`config.mk`:
```
export PLATFORM = sky130hd
export DESIGN_NAME = gpio_bank_sequencer
export DESIGN_NICKNAME = d
export VERILOG_FILES = /design/src/rtl/gpio_bank_sequencer.sv
export SDC_FILE = /design/constraint.sdc
export NUM_CORES = 1
export LEC_CHECK = 0
export BUFFER_PORTS_ARGS = -buffer_cell sky130_fd_sc_hd__buf_2
export CAP_MARGIN = 20
export CORE_MARGIN = 2
export CORE_UTILIZATION = 35
export CTS_CLUSTER_DIAMETER = 30
export DETAILED_ROUTE_END_ITERATION = 8
export GPL_TIMING_DRIVEN = 0
export PLACE_DENSITY = 0.66
export SLEW_MARGIN = 20
export SYNTH_ARGS = -nofsm -noshare
export SYNTH_HDL_FRONTEND = slang
export SYNTH_SLANG_ARGS = --single-unit
```
`constraint.sdc`:
```
create_clock -name clk -period 5.8 [get_ports clk]
set_input_delay 0 -clock clk [delete_from_list [all_inputs] [get_ports clk]]
set_output_delay 0 -clock clk [all_outputs]
set_load 0.01 [all_outputs]
```
`src/rtl/gpio_bank_sequencer.sv`:
```
// Shares a tri-state test bank between two requesters: drive a pattern, wait a
// settle time, sample the pins through a 2-flop synchronizer, then release to high-Z.
module gpio_bank_sequencer #(
  parameter int PINS   = 12,
  parameter int SETTLE = 4
) (
  input  logic            clk,
  input  logic            rst,
  input  logic [1:0]      req,
  input  logic [PINS-1:0] dir0,
  input  logic [PINS-1:0] out0,
  input  logic [PINS-1:0] dir1,
  input  logic [PINS-1:0] out1,
  output logic [1:0]      grant,
  output logic [1:0]      done,
  output logic [PINS-1:0] rdata,
  output logic            busy,
  output logic [PINS-1:0] pins_dir,
  output logic [PINS-1:0] pins_out,
  input  logic [PINS-1:0] pins_in
);

  typedef enum logic [1:0] {
    S_IDLE,
    S_SETTLE,
    S_SAMPLE,
    S_RELEASE
  } state_t;

  state_t          state, state_nxt;
  logic [7:0]      cnt, cnt_nxt;
  logic            last, last_nxt;
  logic            win;
  logic [1:0]      grant_nxt, done_nxt;
  logic [PINS-1:0] rdata_nxt, dir_nxt, out_nxt;
  logic [PINS-1:0] sync1, sync2;

  always_ff @(posedge clk or posedge rst) begin
    if (rst) begin
      state    <= S_IDLE;
      cnt      <= '0;
      last     <= 1'b1;
      grant    <= '0;
      done     <= '0;
      rdata    <= '0;
      pins_dir <= '0;
      pins_out <= '0;
      sync1    <= '0;
      sync2    <= '0;
    end else begin
      state    <= state_nxt;
      cnt      <= cnt_nxt;
      last     <= last_nxt;
      grant    <= grant_nxt;
      done     <= done_nxt;
      rdata    <= rdata_nxt;
      pins_dir <= dir_nxt;
      pins_out <= out_nxt;
      sync1    <= pins_in;
      sync2    <= sync1;
    end
  end

  always_comb begin
    state_nxt = state;
    cnt_nxt   = cnt;
    last_nxt  = last;
    grant_nxt = grant;
    done_nxt  = done;
    rdata_nxt = rdata;
    dir_nxt   = pins_dir;
    out_nxt   = pins_out;
    win       = 1'b0;
    case (state)
      S_IDLE: begin
        if (req != 2'b00) begin
          // Contention alternates away from the last served client.
          win       = (req == 2'b11) ? ~last : req[1];
          grant_nxt = win ? 2'b10 : 2'b01;
          dir_nxt   = win ? dir1 : dir0;
          out_nxt   = win ? (out1 & dir1) : (out0 & dir0);
          last_nxt  = win;
          cnt_nxt   = 8'(SETTLE - 1);
          state_nxt = S_SETTLE;
        end
      end
      S_SETTLE: begin
        if (cnt == 8'd0) state_nxt = S_SAMPLE;
        else             cnt_nxt   = cnt - 8'd1;
      end
      S_SAMPLE: begin
        rdata_nxt = sync2;
        done_nxt  = grant;
        state_nxt = S_RELEASE;
      end
      S_RELEASE: begin
        dir_nxt   = '0;
        out_nxt   = '0;
        grant_nxt = '0;
        done_nxt  = '0;
        state_nxt = S_IDLE;
      end
      default: state_nxt = S_IDLE;
    endcase
  end

  assign busy = (state != S_IDLE);

endmodule

```
Word-level counts from Yosys, hierarchy flattened
Index checks and enable logic that the tools add are counted.
W data, S select, Z words.
- reduce and logical (&&, ||, !) cells: 11
- mux-type cells: 17
- equal/unequal tests: 7
- bitwise operators: 3
- add/sub/neg operators: 1
- operators with widths (operator ; count):
    $mux W12 ; 4
    $pmux W12 S2 ; 2
    $and A12 B12 Y12 ; 2
    $mux W8 ; 2
    $pmux W8 S2 ; 1
    $reduce_bool A2 Y1 ; 5
    $logic_not A8 Y1 ; 1
    $mux W2 ; 4
    $pmux W2 S2 ; 2
    $pmux W2 S4 ; 1
    $sub A8 B1 Y8 const B ; 1
    $eq A2 B2 Y1 const B ; 3
    $ne A2 B2 Y1 const B ; 3
    $reduce_and A2 Y1 ; 3
    $reduce_and A3 Y1 ; 1
    $eq A2 B1 Y1 const B ; 1
    $logic_not A2 Y1 ; 1
    $mux W1 ; 1
    $not A1 Y1 ; 1
- register bits: 75

Longest topological paths before layout
Gate-level depths: netlist of run 1.
- depth in word-level cells: 5
- depth in mapped cells: 8
- gate-level depth less buffers: 6

Worst setup path after synthesis of run 1
Ideal clock, no wire load.
- path kind: register -> register
- start: register state[0]
- end: register cnt[3]
- cell stages (with the launch flop): 8
- data arrival time: 1.929 ns
- library setup time: 0.077 ns
- period minus slack after synthesis: 2.006 ns
- buffers on the path: 1
- setup slack: 3.794 ns
- cells stage by stage: dfrtp_1 inv_1 ha_1 buf_6 nor3b_4 or4_4 or4_1 a21oi_1
- longest elaborated chain between the ends: 3
- RTL lines (element ; RTL line ; source):
    start, declared ; 30 ; state_t state, state_nxt;
    start signal, assigned ; 51 ; state <= state_nxt;
    $eq A2 B1 Y1 or $logic_not A2 Y1 (tied branches) ; 74 ; case (state)
    $ne A2 B2 Y1 (no line) or $reduce_bool A2 Y1 (tied branches) ; - ;
    $reduce_and A3 Y1 (no line) ; - ;
    end signal, assigned ; 52 ; cnt <= cnt_nxt;
    end, declared ; 31 ; logic [7:0] cnt, cnt_nxt;
Several ways; a longest one is shown, not always the timed one.
A chain may end at the register's enable or synchronous reset.

Worst setup path after layout of run 1
- start: register state[0]
- end: register pins_dir[7]
- longest elaborated chain between the ends: 3
- RTL lines (element ; RTL line ; source):
    $eq A2 B2 Y1 or $logic_not A2 Y1 (tied branches) ; 74 ;
    $reduce_bool A2 Y1 (no line) or $ne A2 B2 Y1 (tied branches) ; - ;
    $reduce_and A2 Y1 (no line) ; - ;
    end signal, assigned ; 57 ; pins_dir <= dir_nxt;
    end, declared ; 18 ; output logic [PINS-1:0] pins_dir,
Several ways; a longest one is shown, not always the timed one.

==> flow_metrics.py, run 1 <==
metrics = {
    "run_status": {
        "status": "finished, final reports clean",
    },
    "detailed_routing": {
        "vias_per_cell": 4.89,
        "finalWirelength_mm": 8.02,
        "drc_errors": 0,
        "drtAntennaViolNets": 0,
        "wl_per_cell_um": 15.1,
        "first_pass_iters": 4,
        "vias": 2599,
        "detail_route.iter0.violations": 69,
    },
    "sta": {
        "fin_worst_skew_ps": 9.98,
        "max_slew_margin_pct": 59.7,
        "finalHoldWorstSlack_ps": 9.13,
        "drv_slew": 0,
        "min_period_over_period_pct": 39.4,
        "setup_violations": 0,
        "fin_crit_ps": 2290,
        "tightestPinTransition_ps": 603,
        "max_freq_mhz": 437,
        "fin_setup_tns_ps": 0,
        "rsz0062_at_grt": "false",
        "layout_setup_ws_ps": 3510,
        "final_hold_viol_count": 0,
    },
    "clocking": {
        "clk_pin_slew_ps": 90,
        "h-tree-depth": 3,
        "cts_root_buffer": "clkbuf_8",
        "cts.repair.resized": 0,
        "postCtsSetupBuffers": 0,
        "cts_tree": "yes",
        "clk_latency_ps": 350,
        "clk_path_buf_depth": 2,
        "cts.sinks": 75,
        "numCtsBuffers": 9,
    },
    "layout": {
        "area_delta_synth_final_pct": 44.1,
        "drive_gt1_share_pct": 35.2,
        "n_fill_cell": 769,
        "instances_no_fill": 531,
        "fin_nets": 489,
        "diodes": 0,
    },
    "yosys": {
        "synth_flop_cell": "dfrtp_1",
        "ys_types": 34,
        "netlist_area_um2": 3070,
        "async_reset_ff_share_pct": 100,
        "yosys_warnings": 0,
        "yosysSeqAreaShare_pct": 61.1,
        "synth_edf_count": 0,
        "ys_ff_latch": 75,
        "syn_inst": 255,
        "syn_nets": 326,
        "avgSynthCellArea_um2": 12.1,
    },
    "placement": {
        "routabilityCongestion": 0.860,
        "dp_cells": 468,
        "io_buffers": 104,
        "dp_slack_ps": 3560,
        "place_hpwl_mm": 5.53,
    },
    "setup_path": {
        "crit_type": "reg -> reg",
        "crit_buf_inv": 3,
        "path_max_fanout": 10,
        "required_ps": 6050,
        "endpoint_kind": "register",
        "path_delay_family": "buffers and inverters",
        "startpoint_type": "register",
        "crit_chain": "inv_1 > ha_1 > buf_6 > or3b_2 > o21ai_1 > buf_2 > nand2_1 > o21ai_0",
        "arrival_ps": 2540,
        "slowest_delay_ps": 490,
        "crit_slowest_cell": "or3b_2",
    },
    "hold_path": {
        "hold_class": "in -> reg",
    },
    "global_routing": {
        "grt_pass1_wl_mm": 13.3,
        "track_usage_pct": 17.6,
        "gr-total-overflow": 0,
        "grt_pass1_vias": 2678,
        "grt_max_degree": 56,
        "antenna_found_initial": 0,
    },
    "floorplanning": {
        "fp-row-count": 34,
        "die_w_um": 97.7,
        "ioPinCount": 105,
        "core_area_um2": 8640,
        "start_util_pct": 35.6,
        "die-area_um2": 9550,
        "die_h_um": 97.7,
    },
    "pwr": {
        "leakage_nw": 2.25,
        "vdd_drop_max_v": 0.000191,
        "p_per_area_nw_per_um2": 231,
    },
    "run": {
        "cap_violations": 0,
    },
}
worst register-to-register path, cell delays in order (launching register included):
cell	delay (ps)
dfrtp_1	410
inv_1	130
ha_1	170
buf_6	130
or3b_2	490
o21ai_1	340
buf_2	330
nand2_1	100
o21ai_0	100
stage by stage:
stage / area (um2) / power, mW / utilization [%]
2_1_floorplan: 3070 / 0.564 / -
3_3_place_gp: 3730 / 0.597 / 43.2
3_5_place_dp: 3760 / 0.601 / 43.5
4_1_cts: 4430 / 1.04 / 51.3
5_1_grt: 4430 / 1.08 / 51.3
6_report: 4430 / 1.03 / 51.3
final cells by class:
class / instances / area, um2 / share of cell area [%]
well taps: 108 / 135 / 3.05
flip-flops and latches: 75 / 1880 / 42.4
plain buffers: 12 / 61.3 / 1.38
multi-input cells: 161 / 1110 / 25.0
clock buffers: 10 / 128 / 2.88
inverters: 7 / 28.8 / 0.650
repair buffers: 152 / 1020 / 23.0
clock inverters: 6 / 72.6 / 1.64
Yosys cell counts, types with 4 or more instances:
cell,instances,area share (%)
clkbuf_1,5,0.61
nor2_1,5,0.61
and3_1,12,2.4
inv_1,7,0.85
a21oi_1,5,0.81
a31oi_1,13,2.6
nand2_1,31,3.8
buf_2,4,0.65
o21ai_0,29,4.7
dfrtp_1,74,60
mux2_2,13,4.8
mux2i_1,17,5.5
ha_1,7,2.8
report_power, final:
group / internal (mW) / total, mW / switching [mW]
combinational: 0.0478 / 0.0838 / 0.0359
clock: 0.203 / 0.409 / 0.206
sequential: 0.531 / 0.533 / 0.00195
worst paths after layout:
check                           slack (ps)     endpoint      from  depth (start not counted)
worst max-delay path                  3510  pins_dir[7]  state[0]                          8
worst min-delay path                     9  pins_dir[1]   dir0[1]                          3
worst max register to register        3510  pins_dir[7]  state[0]                          8
worst min register to register         350     sync2[8]  sync1[8]                          0
max in group asynchronous             5030         last       rst                          4
min in group asynchronous              160     sync2[8]       rst                          3
registers in the layout, summed over array words and instances, names as in the netlist:
| name | count |
|---|---|
| grant | 2 |
| pins_out | 12 |
| pins_dir | 12 |
| sync2 | 12 |
| cnt | 8 |
| rdata | 12 |
| state | 2 |
| done | 2 |
| sync1 | 12 |
| last | 1 |
layout by cell type (no fill, tap or decap), types with 2 or more instances in the layout:
cell type	count
clkbuf_8	9
o31ai_1	3
nand2b_1	3
o21ai_1	2
dlygate4sd3_1	47
buf_2	108
or4_4	2
nor4_1	2
o21ai_0	29
clkinvlp_4	3
or4_1	3
nand2_1	31
clkbuf_1	6
or3_1	2
a31oi_1	13
nor2_1	5
mux2_2	13
a22oi_1	2
dfrtp_1	74
or2_2	2
mux2i_1	17
and3_1	12
inv_1	6
a21oi_1	5
ha_1	7
logic make-up after synthesis:
group / count (synthesis) / synth area share, %
adders and majority gates: 7 / 2.85
buffers and inverters: 19 / 2.85
DFF: 75 / 61.1
and+or+nand+nor: 68 / 12.0
muxes: 30 / 10.3
AOI/OAI and AO/OA: 56 / 10.9
per-layer routing:
metal / vias to the layer above / share of wire, % / GRT usage (%)
met2: 95 / 49 / 28.4
met4: 0 / 2.5 / 6.62
met5: - / 0 / 0
met1: 1260 / 42 / 21.9
li1: 1226 / - / -
met3: 18 / 6.5 / 6.12
what timing repair did:
action	CTS	global route
endpoints found under the setup margin	0	0
endpoints found under the hold margin	106	0
hold buffers	47	0
Note: power is estimated with default switching activity, not from simulation.
==> run 2, diff against run 1 <==
PLACE_DENSITY = 0.68   (was 0.66)
clock period = 1.95 ns   (was 5.8 ns; I/O delays follow)
==> run 2 against run 1 <==
- hold slack improved by 4.0 ps
- final area rose by 3.8%
- register-to-register slack got worse by 3500 ps
- global-route usage rose by 0.12 points
- first-iteration DRC count rose by 75%
- non-clock buffer count rose by 8
- cell count rose by 1.5%
- sequential cell count did not move
- critical path type unchanged
- highest routed layer unchanged
- sequential share of layout area fell by 1.6 points
- routed wire length rose by 4.0%
- clock skew barely moved
==> flow_metrics.py, run 2 (synthesis results as in run 1) <==
metrics = {
    "setup_path": {
        "critPathLaunch": "state[1]",
        "critical_path.endpoint": "cnt[7]",
        "arrival_ps": 2170,
        "startpoint_type": "register",
        "required_ps": 2220,
        "path_max_fanout": 4,
        "reg2reg_from": "state[1]",
        "reg2reg_slack_ps": 50,
        "endpoint_kind": "register",
        "crit_type": "reg -> reg",
        "reg2reg_depth": 7,
        "rr_endpoint": "cnt[7]",
    },
    "layout": {
        "instances_no_fill": 539,
        "n_fill_cell": 760,
        "multi_input_area_um2": 1180,
        "layout_commonest_cell": "buf_2",
        "area_delta_synth_final_pct": 49.6,
        "diodes": 0,
        "drive_gt1_share_pct": 39.7,
        "fin_area_um2": 4600,
        "fin_nets": 497,
        "seq_area_um2": 1880,
        "layout_common_cells": "buf_2, dfrtp_1, dlygate4sd3_1",
    },
    "detailed_routing": {
        "first_pass_iters": 4,
        "detail_route.iter0.violations": 121,
        "finalWirelength_mm": 8.34,
        "drtAntennaViolNets": 0,
        "vias_per_cell": 4.96,
        "wl_per_cell_um": 15.5,
        "vias": 2671,
        "drc_errors": 0,
    },
    "sta": {
        "drv_slew": 0,
        "max_slew_margin_pct": 67.7,
        "setup_violations": 0,
        "tightestPinTransition_ps": 485,
        "min_period_over_period_pct": 97.5,
        "fin_worst_skew_ps": 9.82,
        "layout_setup_ws_ps": 48.6,
        "max_freq_mhz": 526,
        "fin_crit_ps": 1900,
        "final_hold_viol_count": 0,
        "rsz0062_at_grt": "true",
    },
    "pwr": {
        "power_frac_seq_pct": 51.0,
        "p_per_area_nw_per_um2": 676,
        "netSwitchingFraction_pct": 23.0,
        "switchingPower_mw": 0.715,
        "vdd_drop_max_v": 0.000367,
        "clkPwrFrac_pct": 41.2,
        "p_comb_share_pct": 7.8,
        "leakage_nw": 2.34,
        "power_mw": 3.11,
        "internal_power_mw": 2.39,
    },
    "floorplanning": {
        "die_h_um": 97.7,
        "ioPinCount": 105,
        "core_area_um2": 8640,
        "die_w_um": 97.7,
        "fp-row-count": 34,
        "die-area_um2": 9550,
        "start_util_pct": 35.6,
    },
    "clocking": {
        "clk_path_buf_depth": 2,
        "h-tree-depth": 3,
        "clk_latency_ps": 340,
        "cts.sinks": 75,
        "numCtsBuffers": 9,
        "clk_pin_slew_ps": 80,
        "cts_tree": "yes",
        "cts_root_buffer": "clkbuf_8",
    },
    "global_routing": {
        "grt_pass1_wl_mm": 13.4,
        "grt_pass1_vias": 2888,
        "antenna_found_initial": 0,
        "grt_max_degree": 55,
        "track_usage_pct": 17.7,
        "gr-total-overflow": 0,
    },
    "placement": {
        "place_hpwl_mm": 5.44,
        "dp_slack_ps": -235,
        "dpl_cell_area_um2": 3760,
        "routabilityCongestion": 0.907,
        "io_buffers": 104,
        "dp_cells": 468,
    },
    "run": {
        "cap_violations": 0,
    },
    "hold_path": {
        "hold_depth": 3,
        "hold_class": "in -> reg",
    },
    "run_status": {
        "status": "finished, final reports clean",
    },
}
==> run 2: through the flow <==
step | hold slack (ps) | utilization, % | TNS (ps)
5_1_grt | 12.2 | 53.3 | -28.2
3_3_place_gp | 108 | 43.2 | -63070
2_1_floorplan | 31.4 | - | -0.221
6_report | 13.1 | 53.3 | 0
4_1_cts | 1.12 | 52.5 | -45.1
3_5_place_dp | -18.8 | 43.6 | -4950
==> run 2: cell type report <==
cell class              count  area share [%]
inverters                   7           0.626
well taps                 108            2.94
plain buffers              10            1.50
repair buffers            162            23.7
multi-input cells         161            25.6
clock buffers              11            3.29
clock inverters             5            1.47
flip-flops and latches     75            40.8
==> run 2: power by group through the flow <==
| stage | clock network, mW | registers, mW | logic [mW] |
|---|---|---|---|
| floorplan | 0 | 1.61 | 0.0650 |
| global placement | 0 | 1.61 | 0.157 |
| detailed placement | 0 | 1.62 | 0.169 |
| CTS | 1.32 | 1.58 | 0.237 |
| global route | 1.41 | 1.59 | 0.264 |
| finish | 1.28 | 1.58 | 0.243 |
==> run 2: what timing repair did <==
item                                   in CTS  in global routing
setup buffers                              10                  1
hold buffers                               46                  0
setup endpoints to repair                  31                 27
gates cloned                                0                  0
endpoints found under the hold margin     107                  0
pin swaps                                   4                  3
gates resized for setup                     6                 18
==> run 2: worst min-delay path by stage <==
| stage | startpoint | end | slack (ps) |
|---|---|---|---|
| floorplan | pins_in[0] | sync1[0] | 30 |
| global placement | pins_in[0] | sync1[0] | 110 |
| detailed placement | rst | sync1[9] | -20 |
| CTS | dir0[1] | pins_dir[1] | 1 |
| global route | out0[10] | pins_out[10] | 10 |
| finish | dir1[8] | pins_dir[8] | 10 |
==> run 2: worst max-delay path: stages, from the launching register on <==
cell     delay, ps
dfrtp_1        370
inv_2           80
ha_4           180
nor3b_4        150
or4_4          490
buf_4          170
nor4_2         190
mux2i_1        220
==> run 2: layer usage <==
layer  up-vias  track usage [%]  part of all wire [%]
li1       1247                -                     -
met3        21             5.76                   7.1
met5         -                0                     0
met1      1278             20.7                    40
met4         0             7.91                   2.9
met2       125             29.8                    50
==> run 3, diff against run 2 <==
BUFFER_PORTS_ARGS = -buffer_cell sky130_fd_sc_hd__buf_4   (was -buffer_cell sky130_fd_sc_hd__buf_2)
==> run 3 against run 2 <==
- clock power shrank 3%
- largest cell class unchanged
- fmax shrank 1.2%
- first-iteration DRC count shrank 34%
- clock skew grew 0.97 ps
- setup slack lost 24 ps
==> flow_metrics.py, run 3 (synthesis results as in run 1) <==
metrics = {
    "floorplanning": {
        "die-area_um2": 9550,
        "ioPinCount": 105,
        "start_util_pct": 35.6,
        "die_h_um": 97.7,
        "die_w_um": 97.7,
        "fp-row-count": 34,
        "core_area_um2": 8640,
    },
    "sta": {
        "drv_slew": 0,
        "rsz0062_at_grt": "true",
        "max_freq_mhz": 519,
        "setup_violations": 0,
        "max_slew_margin_pct": 57.7,
        "tightestPinTransition_ps": 633,
        "fin_crit_ps": 1930,
        "finalHoldWorstSlack_ps": 19.4,
        "final_hold_viol_count": 0,
        "layout_setup_ws_ps": 24.6,
        "min_period_over_period_pct": 98.7,
        "fin_worst_skew_ps": 10.8,
    },
    "setup_path": {
        "crit_slowest_cell": "or4_4",
        "reg2reg_slack_ps": 20,
        "endpoint_kind": "register",
        "startpoint_type": "register",
        "path_max_fanout": 6,
        "reg2reg_from": "state[0]",
        "crit_type": "reg -> reg",
        "reg2reg_depth": 6,
        "crit_chain": "inv_2 > ha_4 > nor3b_4 > or4_4 > or4_4 > a21oi_2",
        "rr_endpoint": "cnt[3]",
        "cpMostUsedCell": "or4_4",
        "arrival_ps": 2190,
        "required_ps": 2220,
        "slowest_delay_ps": 510,
    },
    "layout": {
        "drive_gt1_share_pct": 38.3,
        "area_delta_synth_final_pct": 55.3,
        "layout_commonest_cell": "buf_4",
        "layout_common_cells": "buf_4, dfrtp_1, dlygate4sd3_1",
        "fin_area_um2": 4770,
        "instances_no_fill": 536,
        "diodes": 0,
        "fin_nets": 494,
        "post-route-util_pct": 55.3,
    },
    "hold_path": {
        "hold_depth": 3,
        "hp-start": "out0[10]",
        "hold_class": "in -> reg",
        "hold_end": "pins_out[10]",
    },
    "clocking": {
        "h-tree-depth": 3,
        "cts_root_buffer": "clkbuf_8",
        "cts_tree": "yes",
        "numCtsBuffers": 9,
        "clk_pin_slew_ps": 90,
        "cts.sinks": 75,
        "clk_latency_ps": 340,
        "clk_path_buf_depth": 2,
    },
    "detailed_routing": {
        "first_pass_iters": 4,
        "detail_route.iter0.violations": 80,
        "met1_length_mm": 3.30,
        "route.met3.wl_um": 569,
        "met2_length_mm": 3.93,
        "vias": 2584,
        "drc_errors": 0,
        "drtAntennaViolNets": 0,
        "routed.top_layer": "met4",
        "finalWirelength_mm": 8.03,
        "vias_per_cell": 4.82,
        "wl_per_cell_um": 15.0,
    },
    "run_status": {
        "status": "finished, final reports clean",
    },
    "pwr": {
        "vdd_drop_max_v": 0.000292,
        "p_per_area_nw_per_um2": 651,
        "leakage_nw": 2.36,
    },
    "global_routing": {
        "antenna_found_initial": 0,
        "gr-total-overflow": 0,
        "track_usage_pct": 17.7,
        "grt_pass1_wl_mm": 13.5,
        "grt_max_degree": 42,
        "grt_pass1_vias": 2766,
    },
    "placement": {
        "routabilityCongestion": 0.892,
        "dp_slack_ps": -237,
        "dp_cells": 468,
        "place_hpwl_mm": 5.53,
        "dpl_cell_area_um2": 4020,
        "io_buffers": 104,
    },
    "run": {
        "cap_violations": 0,
    },
}
## run 3: changes by cell type in the layout (fill, tap and decap cells not counted), sizes merged
| cell | delta |
|---|---|
| dlygate4sd3 | +3 |
| clkinvlp | +1 |
| clkbuf | -2 |
| buf | -6 |
| inv | +1 |
## run 3: per-layer routing
layer,vias up,GRT usage (%)
met2,93,29.7
li1,1237,-
met3,18,6.69
met4,0,6.94
met1,1236,20.5
met5,-,0
## run 3: final cells by class
class	count	area, um2
flip-flops and latches	75	1880
inverters	7	28.8
repair buffers	159	1330
plain buffers	10	58.8
clock inverters	7	85.1
fillers	741	3860
well taps	108	135
clock buffers	9	124
multi-input cells	161	1130
## run 3: per-stage QoR
step	setup TNS, ps	power [mW]
3_3_place_gp	-65500	1.81
5_1_grt	-81.6	3.25
3_5_place_dp	-4690	1.82
6_report	0	3.11
2_1_floorplan	-0.221	1.68
4_1_cts	0	3.14
## run 3: timing repair
| item | 4_1_cts | 5_1_grt |
|---|---|---|
| endpoints found under the hold margin | 70 | 0 |
| buffers inserted | 5 | 0 |
| hold buffers | 49 | 0 |
| gates resized for setup | 8 | 3 |
| pin swaps | 1 | 0 |
| setup endpoints to repair | 30 | 23 |
## run 3: how the worst max path moves through the flow
stage,startpoint,endpoint,cells past startpoint
6_report,state[0],cnt[3],6
5_1_grt,state[0],cnt[3],6
4_1_cts,state[0],cnt[3],6
3_5_place_dp,state[0],pins_dir[4],8
3_3_place_gp,rst,pins_out[6],2
2_1_floorplan,state[0],cnt[3],7
## run 3: power by group
| part | switching (mW) | total [mW] | internal [mW] |
|---|---|---|---|
| logic | 0.109 | 0.280 | 0.172 |
| clock network | 0.631 | 1.24 | 0.613 |
| registers | 0.00558 | 1.58 | 1.58 |
| total | 0.746 | 3.11 | 2.36 |
## run 3: critical path: cells and delay by family, from the launching register on
kind | cells | cell delay (ps)
flops | 1 | 380
compound gates | 1 | 130
fa+ha+maj | 1 | 170
buf+inv | 1 | 70
simple gates | 3 | 1100
